**src/rtl/serial_subtractor_pkg.sv**
```systemverilog
// -----------------------------------------------------------------------------
// serial_subtractor_pkg
//   Shared constants for the bit-serial subtractor:
//     - DEFAULT_WIDTH : default operand/result width
//     - state_e       : control FSM encoding (IDLE=0, SHIFT=1, DONE=2)
//     - sub_overflow  : two's-complement overflow rule for a difference,
//                       expressed on the operand and result sign bits
// -----------------------------------------------------------------------------
package serial_subtractor_pkg;

  localparam int DEFAULT_WIDTH = 8;

  typedef enum logic [1:0] {
    ST_IDLE  = 2'd0,
    ST_SHIFT = 2'd1,
    ST_DONE  = 2'd2
  } state_e;

  // A - B can only overflow when the operands have opposite signs; it has
  // overflowed when the result sign then disagrees with the minuend sign.
  function automatic logic sub_overflow(input logic a_sign,
                                        input logic b_sign,
                                        input logic d_sign);
    return (a_sign != b_sign) && (d_sign != a_sign);
  endfunction

endpackage : serial_subtractor_pkg

```
**src/rtl/serial_subtractor_fullsubM.sv**
```systemverilog
// -----------------------------------------------------------------------------
// fullsubM
//   Combinational 1-bit full subtractor computing A - B - Bin.
//   Ports:
//     A    : minuend bit
//     B    : subtrahend bit
//     Bin  : borrow in
//     D    : difference bit   (A ^ B ^ Bin)
//     Bout : borrow out       (~A & B) | (~(A ^ B) & Bin)
// -----------------------------------------------------------------------------
module fullsubM (
  input  logic A,
  input  logic B,
  input  logic Bin,
  output logic D,
  output logic Bout
);

  logic a_xor_b;

  assign a_xor_b = A ^ B;
  assign D       = a_xor_b ^ Bin;
  // A borrow is generated when A=0,B=1, and propagated when A==B.
  assign Bout    = (~A & B) | (~a_xor_b & Bin);

endmodule : fullsubM

```
**src/rtl/serial_subtractor.sv**
```systemverilog
// -----------------------------------------------------------------------------
// serial_subtractor
//   Bit-serial subtractor: computes D = A - B - Bin (mod 2^WIDTH) one bit per
//   clock, LSB first, through a single 1-bit full subtractor.
//
//   Parameters:
//     WIDTH : operand/result width in bits (2..32)
//
//   Ports:
//     clk   : clock, all state updates on the rising edge
//     rst_n : synchronous active-low reset
//     start : request, only looked at while idle
//     A     : minuend, captured with start
//     B     : subtrahend, captured with start
//     Bin   : borrow-in, captured with start
//     busy  : high while bits are being processed
//     done  : one-cycle pulse, D/Bout/OVF are valid
//     D     : difference
//     Bout  : borrow-out (A < B + Bin, unsigned)
//     OVF   : two's-complement overflow of the difference
//
//   Timing (start sampled at edge 0):
//     edges 1..WIDTH  : one bit processed per edge, the last one also loads
//                       D/Bout/OVF and moves the FSM into DONE
//     edge  WIDTH+1   : DONE -> IDLE, done pulses for the following cycle
//   Because the FSM is already back in IDLE while done is high, a start
//   presented alongside done is accepted, giving a WIDTH+2 cycle period.
// -----------------------------------------------------------------------------
module serial_subtractor
  import serial_subtractor_pkg::*;
#(
  parameter int WIDTH = DEFAULT_WIDTH
) (
  input  logic             clk,
  input  logic             rst_n,
  input  logic             start,
  input  logic [WIDTH-1:0] A,
  input  logic [WIDTH-1:0] B,
  input  logic             Bin,
  output logic             busy,
  output logic             done,
  output logic [WIDTH-1:0] D,
  output logic             Bout,
  output logic             OVF
);

  // Counter must be able to hold WIDTH itself (value after the last bit).
  localparam int CW = $clog2(WIDTH + 1);
  localparam logic [CW-1:0] LAST_BIT = CW'(WIDTH - 1);
  localparam logic [CW-1:0] CNT_ONE  = CW'(1);

  state_e           state_q, state_d;
  logic [WIDTH-1:0] a_q, a_d;       // minuend shift register, LSB consumed
  logic [WIDTH-1:0] b_q, b_d;       // subtrahend shift register
  logic [WIDTH-1:0] res_q, res_d;   // difference bits, entering at the MSB
  logic             br_q, br_d;     // borrow flip-flop between bit-cycles
  logic [CW-1:0]    cnt_q, cnt_d;   // bits processed so far
  logic [WIDTH-1:0] d_q, d_d;
  logic             bout_q, bout_d;
  logic             ovf_q, ovf_d;
  logic             busy_q, busy_d;
  logic             done_q, done_d;

  logic             bit_diff;
  logic             bit_borrow;
  logic [WIDTH-1:0] res_shifted;

  fullsubM u_fullsub (
    .A    (a_q[0]),
    .B    (b_q[0]),
    .Bin  (br_q),
    .D    (bit_diff),
    .Bout (bit_borrow)
  );

  // After WIDTH shifts the first bit computed has walked down to bit 0.
  assign res_shifted = {bit_diff, res_q[WIDTH-1:1]};

  // Next-state and datapath control.
  always_comb begin
    state_d = state_q;
    a_d     = a_q;
    b_d     = b_q;
    res_d   = res_q;
    br_d    = br_q;
    cnt_d   = cnt_q;
    d_d     = d_q;
    bout_d  = bout_q;
    ovf_d   = ovf_q;
    busy_d  = 1'b0;
    done_d  = 1'b0;

    case (state_q)
      ST_IDLE: begin
        if (start) begin
          state_d = ST_SHIFT;
          a_d     = A;
          b_d     = B;
          br_d    = Bin;
          res_d   = '0;
          cnt_d   = '0;
          busy_d  = 1'b1;
        end else begin
          state_d = ST_IDLE;
        end
      end

      ST_SHIFT: begin
        a_d   = {1'b0, a_q[WIDTH-1:1]};
        b_d   = {1'b0, b_q[WIDTH-1:1]};
        br_d  = bit_borrow;
        res_d = res_shifted;
        cnt_d = cnt_q + CNT_ONE;
        if (cnt_q == LAST_BIT) begin
          // On the last bit a_q[0]/b_q[0] are the captured operand signs.
          state_d = ST_DONE;
          busy_d  = 1'b0;
          d_d     = res_shifted;
          bout_d  = bit_borrow;
          ovf_d   = sub_overflow(a_q[0], b_q[0], bit_diff);
        end else begin
          state_d = ST_SHIFT;
          busy_d  = 1'b1;
        end
      end

      ST_DONE: begin
        state_d = ST_IDLE;
        done_d  = 1'b1;
      end

      default: begin
        state_d = ST_IDLE;
      end
    endcase
  end

  // State and datapath registers with synchronous active-low reset.
  always_ff @(posedge clk) begin
    if (!rst_n) begin
      state_q <= ST_IDLE;
      a_q     <= '0;
      b_q     <= '0;
      res_q   <= '0;
      br_q    <= 1'b0;
      cnt_q   <= '0;
      d_q     <= '0;
      bout_q  <= 1'b0;
      ovf_q   <= 1'b0;
      busy_q  <= 1'b0;
      done_q  <= 1'b0;
    end else begin
      state_q <= state_d;
      a_q     <= a_d;
      b_q     <= b_d;
      res_q   <= res_d;
      br_q    <= br_d;
      cnt_q   <= cnt_d;
      d_q     <= d_d;
      bout_q  <= bout_d;
      ovf_q   <= ovf_d;
      busy_q  <= busy_d;
      done_q  <= done_d;
    end
  end

  assign busy = busy_q;
  assign done = done_q;
  assign D    = d_q;
  assign Bout = bout_q;
  assign OVF  = ovf_q;

endmodule : serial_subtractor

```
**config.mk**
```make
export PLATFORM = sky130hd
export DESIGN_NAME = serial_subtractor
export DESIGN_NICKNAME = d
export VERILOG_FILES = /design/src/rtl/serial_subtractor_pkg.sv /design/src/rtl/serial_subtractor_fullsubM.sv /design/src/rtl/serial_subtractor.sv
export SDC_FILE = /design/constraint.sdc
export NUM_CORES = 1
export LEC_CHECK = 0
export CELL_PAD_IN_SITES_DETAIL_PLACEMENT = 0
export CELL_PAD_IN_SITES_GLOBAL_PLACEMENT = 1
export CORE_MARGIN = 5
export CORE_UTILIZATION = 43
export CTS_BUF_LIST = sky130_fd_sc_hd__clkbuf_8
export DETAILED_ROUTE_END_ITERATION = 10
export GPL_TIMING_DRIVEN = 0
export PLACE_DENSITY_LB_ADDON = 0.1
export SYNTH_ARGS = -nofsm -noshare
export SYNTH_HDL_FRONTEND = slang
export SYNTH_SLANG_ARGS = --single-unit
```
**constraint.sdc**
```tcl
create_clock -name clk -period 4.49 [get_ports clk]
set_clock_uncertainty 0.05 [all_clocks]
set_input_delay 0.6735 -clock clk [delete_from_list [all_inputs] [get_ports clk]]
set_output_delay 0.6735 -clock clk [all_outputs]
set_load 0.01 [all_outputs]
```
==> Yosys cells after proc, flatten, opt, wreduce, memory -nomap -nowiden <==
Index checks and enable logic that the tools add are counted.
{ "op_classes": {"muxes": 17, "addsub": 1, "reduce_logical": 5, "bitwise_logic": 7, "n_eq_ne": 6} }
{ "ops": {"columns": ["cell", "count"], "rows": [
  ["$pmux 8 s2", 3],
  ["$mux 8", 3],
  ["$pmux 4 s2", 1],
  ["$mux 1", 5],
  ["$add 4x1->4 const B", 1],
  ["$eq 4x3->1 const B", 1],
  ["$mux 4", 1],
  ["$pmux 1 s2", 2],
  ["$pmux 2 s2", 1],
  ["$reduce_and 2->1", 2],
  ["$and 1x1->1", 2],
  ["$eq 2x1->1 const B", 1],
  ["$eq 2x2->1 const B", 1],
  ["$logic_not 2->1", 1],
  ["$mux 2", 1],
  ["$ne 1x1->1", 2],
  ["$ne 2x2->1 const B", 1],
  ["$not 1->1", 2],
  ["$reduce_bool 2->1", 1],
  ["$xor 1x1->1", 2],
  ["$logic_and 1x1->1", 1],
  ["$or 1x1->1", 1]
]} }
{ "word_totals": {"word_cells": 47, "out_inout_bits": 12, "regBits": 43} }

==> Longest topological paths before layout <==
Gate-level depths: netlist of the first run.
{ "depth": {"word_depth": 5, "ltp_mapped": 5, "mapped_depth_nobuf": 5} }

==> By module <==
Synthesis of the first run repeated with hierarchy kept, for this count alone.
{ "hier_totals": {"cells_unflattened": 176, "hier_area_um2": 1629.1} }
{ "by_module_without_submodules": {"columns": ["module", "cells_each", "instances", "area_each_um2", "seq_area_each_um2"], "rows": [
  ["serial_subtractor", 172, 1, 1597.8, 820.8],
  ["fullsubM", 4, 1, 31.3, 0.0]
]} }

==> Worst setup path after synthesis of the first run <==
OpenSTA, ideal clock, no wires.
{ "synth_timing": {"path_kind": "register -> register", "start": "register b_q[0]", "end": "register ovf_q (netlist: OVF)", "stages_incl_launch_ff": 6, "slack_ns": 2.859, "arrival_time_ns": 1.510, "n_path_buf": 0, "path_cell_list": "dfxtp_1 -> inv_1 -> fa_1 -> xnor2_1 -> or4_1 -> a21oi_1"} }
{ "synth_between": {"elab_chain_cells": 4} }
{ "synth_rtl": {"columns": ["element", "line_no", "text"], "rows": [
  ["start, declared", "serial_subtractor.sv:54", "logic [WIDTH-1:0] b_q, b_d;"],
  ["start signal, assigned", "serial_subtractor.sv:143", "b_q <= '0;"],
  ["start signal, assigned", "serial_subtractor.sv:155", "b_q <= b_d;"],
  ["$xor 1x1->1", "serial_subtractor_fullsubM.sv:21", "assign a_xor_b = A ^ B;"],
  ["$xor 1x1->1", "serial_subtractor_fullsubM.sv:22", "assign D = a_xor_b ^ Bin;"],
  ["net bit_diff", "serial_subtractor.sv:64", "logic bit_diff;"],
  ["$ne 1x1->1", "serial_subtractor_pkg.sv:24", "return (a_sign != b_sign) && (d_sign != a_sign);"],
  ["$logic_and 1x1->1", "serial_subtractor_pkg.sv:24", null],
  ["end signal, assigned", "serial_subtractor.sv:161", "ovf_q <= ovf_d;"],
  ["end, declared", "serial_subtractor.sv:60", "logic ovf_q, ovf_d;"]
]} }
The timed path passes the listed nets, and every way through them passes these cells.
A chain may end at the register's enable or synchronous reset.

==> impl_metrics.ini, run 1 <==
[critical_path]
crit_path_max_fanout = 5
cp-end-kind = output pin
crit_family = buffers and inverters
cp_num_buf_inv = 1
cp_slowest_stage_delay_ns = 0.55
critPathLaunchType = flop
critPathRequiredTime_ns = 3.77
crit_type = reg2out
crit_slowest_cell = clkdlybuf4s50_1
crit_chain = clkdlybuf4s50_1
arrival_ns = 1.22

[detailed_routing]
dr.pass1.iters = 4
wire_per_inst_um = 13.8
post_drt_via_cell_ratio = 5.40
vias = 1442
first_iter_violations = 93
routed_wl_mm = 3.68
ant_nets = 0
drcViolationCount = 0

[logic_synthesis]
synth_area_leaders = dfxtp_1 (50%), a21oi_1 (6.7%), o21ai_0 (6.7%), o22ai_1 (5.0%), a22oi_1 (4.6%)
ys.flop_type = dfxtp_1
synth_seq_cells = 41
syn-num-nets = 204
synth_area_sq_mm = 0.00164
syn_area_per_cell_sq_um = 9.03
ys_seq_area_frac = 0.502
synth.most_common_cell = dfxtp_1
async_flop_share = 0
yosysTopAreaCellShare = 0.502
synth_cell_types = 34
yosys_warnings = 0
yosysTopAreaCell = dfxtp_1
synthTopCellsByCount = dfxtp_1 (41), a21oi_1 (22), o21ai_0 (22), nor2_1 (13), o22ai_1 (13)
synth_edf_count = 0
synth_cells = 181

[timing]
grt_setup_unrepaired = false
layout_min_cycle_time_ns = 1.94
fmax_mhz = 516
finalMaxSlewViolations = 0
tightestPinTransition_ns = 0.517
setup_violations = 0
fin_crit_sh = 0.432
tns_ns = 0
holdWs_ns = 0.427
hold_violations = 0
relSlewSlack = 0.655

[global_route]
grt_pass1_vias = 1284
grt_usage = 0.148
grt_start_max_net_pins = 12
grt_remaining_overflow = 0
antenna_found_initial = 0
grt_pass1_wl_mm = 6.05

[clock_network]
ctsHoldBuffers = 0
clk_pin_slew_ns = 0.07
cts_resized = 0
h-tree-depth = 2
cts_tree = yes
clkSinkCount = 41
insertion_delay_ns = 0.28
cts_buffers = 5
cts_root_buf = clkbuf_8
cts.path.max_buffers = 2
cts_setup_buffers = 0

[floorplan]
fp-row-count = 22
initial_core_util = 0.447
io_pins = 32
dieArea_sq_mm = 0.00514
die_x_um = 71.7
core_area_sq_mm = 0.00366
die-height_um = 71.7

[final_layout]
final_util = 0.571
nets = 242
drive_gt1_frac = 0.0731
diodes = 0
area.growth.synth_to_final_pct = 27.9

[pwr]
ir_drop_mv = 0.255
powerDensity_mw_per_mm2 = 338
p_leak_nw = 0.742

[min_path]
hold_class = reg2reg

[run_status]
status = completed

[place]
globalplace.congestion = 0.767
port_buffers = 31
dp_hpwl_mm = 2.73

[job]
maxCapViolations = 0
## path summary, 6_finish.rpt
path	start	end	slack (ns)	cells past startpoint
max	state_q[0]	busy	2.55	1
min	D[4]	D[4]	0.43	2
max reg2reg	b_q[0]	OVF	2.74	5
min reg2reg	D[4]	D[4]	0.43	2
## cell usage in the layout (no fill, tap or decap), drive strengths merged, types with 2 or more instances in the layout
cell	netlist	final
ha	2	2
inv	6	7
nand2b	2	2
nand3	10	10
clkdlybuf4s50	0	31
a22oi	10	10
nor3	2	2
o21ai	22	22
a21oi	22	22
nand2	2	2
buf	9	9
clkbuf	6	12
a221oi	3	3
dfxtp	41	41
o22ai	13	13
nor2b	2	2
nor2	13	13
## where the power goes
group,switching (W),leakage [nW],internal [W]
Sequential,0.00000918,0.335,0.000379
Combinational,0.0000450,0.359,0.0000424
Clock,0.000112,0.0485,0.000120
Total,0.000166,0.742,0.000541
## layer usage
metal  global-route usage  up-vias  share of wire
li1                     -      736              -
met1                0.209      671           0.49
met2                0.215       29           0.44
met3               0.0463        6          0.053
met4               0.0459        0          0.013
met5                    0        -              0
## tightest hold or removal path, delay by kind of cell (launching register included)
kind	cells	cell delay [ns]
AO/OA/AOI/OAI	2	0.13
flip-flops	1	0.31
## area by class of cell
type	count	area [sq um]
Fill cell	346	1570
Sequential cell	41	821
Multi-Input combinational cell	119	723
Timing Repair Buffer	31	310
Clock buffer	6	82.6
Buffer	15	68.8
Tap cell	48	60.1
Inverter	6	22.5
Clock inverter	1	3.75
## registers in the layout (all words and copies together) (netlist names)
signal / cells
Bout: 1
OVF: 1
cnt_q: 4
state_q: 2
b_q: 8
D: 8
res_q: 7
a_q: 8
done: 1
br_q: 1
## logic make-up (layout without fill, tap and decap cells)
logic type                 Yosys count  in the layout  synth area share
AOI/OAI and AO/OA                   77             77             0.289
DFF                                 41             41             0.502
and+or+nand+nor                     37             37             0.114
buffers and inverters               21             59            0.0558
adders and majority gates            3              3            0.0275
xor gates and xnor gates             1              1           0.00536
muxes                                1              1           0.00612
## metrics by stage
step	cells	instance area, sq um	power (W)	setup WS, ns
floorplan	181	1640	0.000449	2.86
global placement	260	2010	0.000482	2.32
detailed placement	260	2010	0.000483	2.30
finish	267	2090	0.000707	2.55
global route	267	2090	0.000747	2.47
CTS	267	2090	0.000717	2.53
(Power assumes the default switching activity.)
==> run 2: changes to the inputs <==
--- a/config.mk
+++ b/config.mk
@@ -8,7 +8,7 @@
 export CELL_PAD_IN_SITES_DETAIL_PLACEMENT = 0
 export CELL_PAD_IN_SITES_GLOBAL_PLACEMENT = 1
 export CORE_MARGIN = 5
-export CORE_UTILIZATION = 43
+export CORE_UTILIZATION = 36
 export CTS_BUF_LIST = sky130_fd_sc_hd__clkbuf_8
 export DETAILED_ROUTE_END_ITERATION = 10
 export GPL_TIMING_DRIVEN = 0
==> constraint.sdc (replaced) <==
create_clock -name clk -period 1.6 [get_ports clk]
set_clock_uncertainty 0.05 [all_clocks]
set_input_delay 0.24 -clock clk [delete_from_list [all_inputs] [get_ports clk]]
set_output_delay 0.24 -clock clk [all_outputs]
set_load 0.01 [all_outputs]
==> run 2 against run 1 <==
  * The run now ends with negative setup slack left
  * Final area rose by 3.3%
  * Clock power rose to 4.3 times the previous value
  * Non-clock buffer count rose by 1
  * Critical path type is now reg2reg
  * Sequential share of layout area fell by 1.1 points
==> impl_metrics.ini, run 2 (synthesis results as in run 1) <==
[final_layout]
area.growth.synth_to_final_pct = 32.1
mostFrequentLayoutCells = dfxtp_1 (39), clkdlybuf4s50_1 (31), o21ai_0 (22), a21oi_1 (22)
drive_gt1_frac = 0.109
design_area_sq_mm = 0.00216
final_util = 0.493
diodes = 0
nets = 243
final_common_cell = dfxtp_1

[min_path]
hold_class = reg2reg
hold_path.startpoint = D[1]
min_to = D[1]
hold_path_depth = 2

[place]
globalplace.congestion = 0.769
port_buffers = 31
dp_hpwl_mm = 2.88
place_area_sq_mm = 0.00201

[critical_path]
critPathRequiredTime_ns = 1.78
reg2reg_slack_ns = -0.08
r2r-start = br_q
crit_family = adder cells
cp-end-kind = flop
r2r_cells = 5
cp_slowest_stage_delay_ns = 0.58
crit_slowest_cell = fa_2
arrival_ns = 1.85
rr_endpoint = OVF
critPathLaunchType = flop
crit_chain = inv_2, fa_2, xnor2_1, or4_1, a21oi_1
path_depth = 5
cp_num_buf_inv = 1
crit_type = reg2reg
crit_path_max_fanout = 2
setup.worst_path.start = br_q

[clock_network]
insertion_delay_ns = 0.29
cts_root_buf = clkbuf_8
h-tree-depth = 2
cts_tree = yes
clk_pin_slew_ns = 0.09
cts_buffers = 5
ctsHoldBuffers = 0
cts.path.max_buffers = 2
clkSinkCount = 41

[global_route]
grt_start_max_net_pins = 15
grt_pass1_wl_mm = 6.62
grt_remaining_overflow = 0
grt_usage = 0.135
grt_pass1_vias = 1368
antenna_found_initial = 0

[job]
maxCapViolations = 0

[floorplan]
dieArea_sq_mm = 0.00599
die-height_um = 77.4
core_area_sq_mm = 0.00438
fp-row-count = 24
io_pins = 32
die_x_um = 77.4
initial_core_util = 0.373

[timing]
tightestPinTransition_ns = 0.521
fin_crit_sh = 1.05
fmax_mhz = 596
grt_setup_unrepaired = true
setup_violations = 1
finalMaxSlewViolations = 0
hold_violations = 0
relSlewSlack = 0.653
timing.final.ws_setup_ns = -0.0786
layout_min_cycle_time_ns = 1.68

[run_status]
violations = negative setup slack
status = finished, violations left

[detailed_routing]
ant_nets = 0
post_drt_via_cell_ratio = 5.37
dr.pass1.iters = 4
first_iter_violations = 118
wire_per_inst_um = 14.3
routed_wl_mm = 3.90
vias = 1465
drcViolationCount = 0

[pwr]
p_leak_nw = 0.767
ir_drop_mv = 0.550
powerDensity_mw_per_mm2 = 1080
==> run 2: cell count changes in the layout (fill, tap and decap cells not counted), moves of 2 or more <==
cell,change
inv_2,+2
bufinv_16,+2
inv_1,-3
dfxtp_2,+2
dfxtp_1,-2
==> run 2: worst max-delay path by stage <==
stage | to | slack (ns)
global placement | b_q[6] | -0.16
CTS | OVF | -0.08
floorplan | OVF | -0.01
global route | OVF | -0.17
finish | OVF | -0.08
detailed placement | b_q[1] | -0.17
==> run 2: where the power goes <==
group	switching [W]	internal, W
registers	0.0000262	0.00107
clock network	0.000361	0.000628
logic	0.000134	0.000128
total	0.000522	0.00182
==> run 2: routing by layer <==
layer	up-vias	track usage	routed length, um
met5	-	0	0
met1	678	0.205	1980
met3	6	0.0475	274
met4	0	0.0430	49
li1	740	-	-
met2	41	0.178	1600
==> run 2: final cells by class <==
type / count / area [sq um]
flip-flops and latches: 41 / 823
clock inverters: 3 / 68.8
repair buffers: 32 / 318
clock buffers: 5 / 68.8
multi-input cells: 119 / 726
fillers: 418 / 2220
plain buffers: 15 / 68.8
inverters: 6 / 22.5
well taps: 52 / 65.1
==> run 2: what timing repair did <==
action,4_1_cts,5_1_grt
endpoints found under the setup margin,1,2
gates resized for setup,3,0
setup buffers,1,0
pin swaps,1,0
==> run 2: worst register-to-register path, stage by stage, from the launching register on <==
cell and delay, ns:
dfxtp_2 0.33, inv_2 0.04, fa_2 0.58, xnor2_1 0.07
or4_1 0.41, a21oi_1 0.13
==> run 2: per-stage QoR <==
step	instances	power, W	worst slack, ns	setup TNS, ns	hold slack, ns
5_1_grt	273	0.00245	-0.173	-0.192	0.465
2_1_floorplan	181	0.00126	-0.0137	-0.0137	0.328
3_5_place_dp	264	0.00136	-0.174	-2.38	0.419
6_report	273	0.00234	-0.0786	-0.0786	0.429
4_1_cts	273	0.00238	-0.0775	-0.0775	0.431
3_3_place_gp	264	0.00136	-0.164	-2.41	0.415
==> run 3: changes to the inputs <==
--- a/config.mk
+++ b/config.mk
@@ -10,6 +10,7 @@
 export CORE_MARGIN = 5
 export CORE_UTILIZATION = 36
 export CTS_BUF_LIST = sky130_fd_sc_hd__clkbuf_8
+export CTS_CLUSTER_SIZE = 8
 export DETAILED_ROUTE_END_ITERATION = 10
 export GPL_TIMING_DRIVEN = 0
 export PLACE_DENSITY_LB_ADDON = 0.1
==> results of run 3 <==
Same layout as run 2: the final DEF is identical, and so are final timing and power.
